[config.mk]
export PLATFORM = sky130hd
export DESIGN_NAME = pixel_scan_generator
export DESIGN_NICKNAME = d
export VERILOG_FILES = /design/src/rtl/pixel_scan_generator_pkg.sv /design/src/rtl/pixel_scan_generator_axis.sv /design/src/rtl/pixel_scan_generator.sv
export SDC_FILE = /design/constraint.sdc
export NUM_CORES = 1
export LEC_CHECK = 0
export CAP_MARGIN = 20
export CORE_MARGIN = 1
export CORE_UTILIZATION = 39
export CTS_CLUSTER_DIAMETER = 30
export DETAILED_ROUTE_END_ITERATION = 12
export GPL_TIMING_DRIVEN = 0
export PLACE_DENSITY = 0.66
export SYNTH_ARGS = -nofsm -noshare
export SYNTH_HDL_FRONTEND = slang
export SYNTH_SLANG_ARGS = --single-unit
export TNS_END_PERCENT = 10
[constraint.sdc]
create_clock -name clock -period 4.1 [get_ports clock]
set_input_delay 0.82 -clock clock [delete_from_list [all_inputs] [get_ports clock]]
set_output_delay 0.82 -clock clock [all_outputs]
set_load 0.01 [all_outputs]
[src/rtl/pixel_scan_generator_pkg.sv]
// Shared display package: screen geometry, coordinate widths and the scan
// FSM state type. The arc point generator imports this package as well.
package pixel_scan_generator_pkg;

    localparam int unsigned SCREEN_W = 240;
    localparam int unsigned SCREEN_H = 320;
    localparam int unsigned X_W      = 8;
    localparam int unsigned Y_W      = 9;

    typedef logic [1:0] scan_state_t;

    localparam scan_state_t ST_IDLE = 2'd0;
    localparam scan_state_t ST_SCAN = 2'd1;
    localparam scan_state_t ST_DONE = 2'd2;

endpackage

[src/rtl/pixel_scan_generator_axis.sv]
// scan_axis_counter: one scan axis (row or column). Loads MIN, steps by one
// on inc and wraps from MAX back to MIN; at_max flags the last position.
module scan_axis_counter #(
    parameter int unsigned W   = 8,
    parameter int unsigned MIN = 0,
    parameter int unsigned MAX = 239
) (
    input  logic         clock,
    input  logic         reset,
    input  logic         load,
    input  logic         inc,
    output logic [W-1:0] value,
    output logic         at_max
);

    localparam logic [W-1:0] MIN_V = W'(MIN);
    localparam logic [W-1:0] MAX_V = W'(MAX);

    assign at_max = (value == MAX_V);

    // Position register: reset/load to MIN, step or wrap on inc.
    always_ff @(posedge clock) begin
        if (reset || load) begin
            value <= MIN_V;
        end else if (inc) begin
            value <= at_max ? MIN_V : value + W'(1);
        end
    end

endmodule

[src/rtl/pixel_scan_generator.sv]
// pixel_scan_generator: raster scan of a rectangular window, one coordinate
// per valid/ready handshake, with a one-cycle frame_done pulse at the end.
// Optional feature: define SCAN_CONTINUOUS_EN to restart the scan right
// after each frame_done instead of returning to idle.
module pixel_scan_generator
    import pixel_scan_generator_pkg::*;
#(
    parameter int unsigned X_MIN = 0,
    parameter int unsigned X_MAX = SCREEN_W - 1,
    parameter int unsigned Y_MIN = 0,
    parameter int unsigned Y_MAX = SCREEN_H - 1
) (
    input  logic           clock,
    input  logic           reset,
    input  logic           start,
    input  logic           pixel_ready,
    output logic [X_W-1:0] x,
    output logic [Y_W-1:0] y,
    output logic           pixel_valid,
    output logic           busy,
    output logic           frame_done
);

    scan_state_t state;
    scan_state_t state_next;

    logic handshake;
    logic x_at_max;
    logic y_at_max;
    logic last_pixel;
    logic load;

    assign pixel_valid = (state == ST_SCAN);
    assign busy        = (state != ST_IDLE);
    assign frame_done  = (state == ST_DONE);

    assign handshake  = pixel_valid & pixel_ready;
    assign last_pixel = handshake & x_at_max & y_at_max;

`ifdef SCAN_CONTINUOUS_EN
    assign load = ((state == ST_IDLE) && start) || (state == ST_DONE);
`else
    assign load = (state == ST_IDLE) && start;
`endif

    scan_axis_counter #(
        .W   (X_W),
        .MIN (X_MIN),
        .MAX (X_MAX)
    ) u_x_counter (
        .clock  (clock),
        .reset  (reset),
        .load   (load),
        .inc    (handshake),
        .value  (x),
        .at_max (x_at_max)
    );

    scan_axis_counter #(
        .W   (Y_W),
        .MIN (Y_MIN),
        .MAX (Y_MAX)
    ) u_y_counter (
        .clock  (clock),
        .reset  (reset),
        .load   (load),
        .inc    (handshake & x_at_max),
        .value  (y),
        .at_max (y_at_max)
    );

    // Next-state logic: start only matters in idle; DONE lasts one cycle.
    always_comb begin
        state_next = state;
        case (state)
            ST_IDLE: if (start) state_next = ST_SCAN;
            ST_SCAN: if (last_pixel) state_next = ST_DONE;
`ifdef SCAN_CONTINUOUS_EN
            ST_DONE: state_next = ST_SCAN;
`else
            ST_DONE: state_next = ST_IDLE;
`endif
            default: state_next = ST_IDLE;
        endcase
    end

    // State register with synchronous reset taking priority over everything.
    always_ff @(posedge clock) begin
        if (reset) begin
            state <= ST_IDLE;
        end else begin
            state <= state_next;
        end
    end

endmodule
==> metrics.md <==
| Metric | Value |
|---|---|
| Post-synth top area cell | `dfxtp_1` |
| Routability cong. | `~0.84` |
| Area contributors post-synth | `dfxtp_1 (41%), xnor2_1 (10%), nor3_1 (4.9%)` |
| Tmin final | `approximately 2400 ps` |
| Normalized max-slew margin | `a little over three fifths` |
| Ys flop type | `dfxtp_1` |
| # Max-Cap Violations | `0` |
| Critical Path Slowest Stage Cell | `clkdlybuf4s50_1` |
| Reg2reg setup slack | `about 2100 ps` |
| Syn avg cell area | `slightly below 9 sq um` |
| CP Class | `flip-flop to output pin` |
| Crit path cell chain | `nor2b_1, clkdlybuf4s50_1` |
| Max incr delay on CP | `slightly above 600 ps` |
| Max-slew violation count | `0` |
| Synth async-reset ratio | `0%` |
| Share of cells above drive strength 1 | `between 5 and 6%` |
| Peak supply drop | `approximately 0.23 mV` |
| Post-Syn Instances | `between 100 and 150` |
| Status | `finished, final reports clean` |
| Vias in the first global route | `roughly 780` |
| Post-Synthesis Net Count | `112` |
| Ports | `24` |
| # port buffers | `23` |
| Routed len/inst | `about 12 um` |
| First-pass GRT wire length | `roughly 3400 um` |
| Critical Path RT | `~3300 ps` |
| Post-Synth Simple-Gate Area | `between 30% and 40%` |
| Worst hold-check path type | `flip-flop to flip-flop` |
| CTS buffer count | `3` |
| RSZ-0062 raised after global routing | `no` |
| NetSw | `roughly 0.067 mW` |
| Highest clock rate | `approximately 410 MHz` |
| Logic pwr share | `6.6%` |
| Post-DP HPWL | `1470 um` |
| WL final | `~2000 um` |
| Top delay family on crit path | `buffers and inverters` |
| Clock sinks | `19` |
| Worst-skew pair later-pin latency | `just under 300 ps` |
| Via count | `between 800 and 900` |
| Setup TNS | `0 ps` |
| Initial antenna violation count | `0` |
| CTS tree | `built` |
| Number of cells on the critical path | `2` |
| Layout Nets | `140` |
| Setup Viol. Count Final | `0` |
| Top-area cell type share of the netlist area | `41.2%` |
| EDFF count, synth | `0` |
| Die Y | `50.7 um` |
| Total GRT Usage | `between 10% and 20%` |
| Slew @ Worst Pin | `approximately 550 ps` |
| Adder-Cell Fraction of Synth Area | `2.71%` |
| Hold Path Cell Cnt | `2` |
| Fin cells | `161` |
| Critical path capture point type | `output pin` |
| GRT Residual Overflow | `0` |
| Static leakage | `roughly 0.40 nW` |
| Placed cells | `157` |
| Initial Utilization | `41.7%` |
| Main combinational cell family by area after synthesis | `simple AND/OR/NAND/NOR gates` |
| Area Overhead vs Synth | `31.6%` |
| CTS resizes | `0` |
| Mux contribution to synthesized area | `1.08%` |
| Residual DRC | `0` |
| Part of the power in registers | `62.3%` |
| Clk_skew | `~1.0 ps` |
| Routed Antenna Nets | `0` |
| Int Power | `between 0.2 and 0.25 mW` |
| Final hold viol count | `0` |
| Pwr/cell area | `between 200 and 250 nW/um^2` |
| Core box area | `about 2200 sq um` |
| Yosys cell types | `28` |
| FF+latch count, synth | `19` |
| Ant diodes | `0` |
| Post CTS Setup Buffer Count | `0` |
| CTS clk-pin slew, worst paths | `approximately 100 ps` |
| Syn Std Cell Area | `around 920 sq um` |
| Crit path launch type | `flip-flop` |
| Buffers and inverters on the worst path | `1` |
| CTS max path bufs | `2` |
| Seq/Total Area, Yosys | `41.2%` |
| Most frequent cells in the layout | `clkdlybuf4s50_1 (23), dfxtp_1 (19), xnor2_1 (11)` |
| Clk pwr share | `31.1%` |
| Htree depth | `1` |
| Cells on worst reg2reg path | `5` |
| Post-synthesis xor/xnor area fraction | `12.3%` |
| Switching Fraction | `between 20% and 30%` |
| Final Cycle Share | `about three fifths` |
| Root Driver | `clkbuf_4` |
| Drt first pass iters | `4` |
| Pin count of the biggest net entering global routing | `11` |
| Cts hold-fix bufs | `0` |
| Placement row count | `17` |
| Crit Path Max Fanout | `6` |
| Die extent in x | `between 50 and 60 um` |
| Die ar. | `around 2600 sq um` |
| Via density | `5.20` |
| Iteration-0 DRC Markers | `6` |
| Compound-Gate Fraction of Synth Area | `6.37%` |
| Commonest non-fill, non-tap cell in the layout | `clkdlybuf4s50_1` |
| Worst Path Arrival | `1610 ps` |
| Yosys warnings | `0` |
[final timing paths]
| kind | to | start |
|---|---|---|
| worst min register to register | u_y_counter.value[1] | u_y_counter.value[1] |
| worst max register to register | u_y_counter.value[8] | u_x_counter.value[0] |
| worst min-delay path | u_y_counter.value[1] | u_y_counter.value[1] |
| worst max-delay path | pixel_valid | state[0] |
[layer usage]
metal | track usage [%] | wire, um
met3 | 6.36 | 100
met2 | 29.8 | 901
met4 | 4.17 | 14
met5 | 0 | 0
met1 | 21.7 | 933
[sequential cells by signal (all words and copies together) (netlist names)]
register           count
u_y_counter.value      9
state                  2
u_x_counter.value      8
[power by group through the flow]
stage / Clock [mW] / Sequential (mW) / Combinational (mW)
3_3_place_gp: 0 / 0.191 / 0.0197
3_5_place_dp: 0 / 0.191 / 0.0199
4_1_cts: 0.0973 / 0.187 / 0.0200
5_1_grt: 0.105 / 0.187 / 0.0220
2_1_floorplan: 0 / 0.191 / 0.00958
6_report: 0.0935 / 0.187 / 0.0197
[stage by stage]
stage                     cell area [sq um]  setup slack [ps]  util [%]  hold slack, ps  power [mW]
after floorplan                         923              2030         -             504       0.201
after detailed placement               1190              1360      53.7             494       0.211
after CTS                              1210              1650      54.9             508       0.304
after global placement                 1190              1380      53.7             477       0.211
after global routing                   1210              1540      54.9             544       0.315
final                                  1210              1670      54.9             502       0.300
[Yosys cell counts, drive strengths merged, types with 2 or more instances]
cell    instances
o21ai           2
nand4           2
nand3           6
dfxtp          19
xor2            2
nor2           10
a21oi           4
xnor2          11
nor4            7
clkbuf          2
nand2          10
or4             2
nor3           10
nand4b          2
ha              2
nor2b           4
inv             3
[kinds of logic after synthesis]
logic type               count (synthesis)
adder cells (fa/ha/maj)                  2
buffers and inverters                    5
flip-flops                              19
AO/OA/AOI/OAI                           10
multiplexers                             1
AND/OR/NAND/NOR                         56
XOR/XNOR                                13
[tightest hold or removal path, cell delays in order, from the launching register on]
cell and delay (ps):
dfxtp_1 350, nand2_1 60, a21oi_1 50
[area by class of cell]
type | instances | area [sq um]
inverter | 3 | 11.3
fill | 222 | 997
sequential | 19 | 380
multi-input combinational | 82 | 524
timing repair buffer | 23 | 230
buffer | 2 | 7.51
tap | 28 | 35.0
clock buffer | 4 | 26.3
Note: power is estimated with default switching activity, not from simulation.
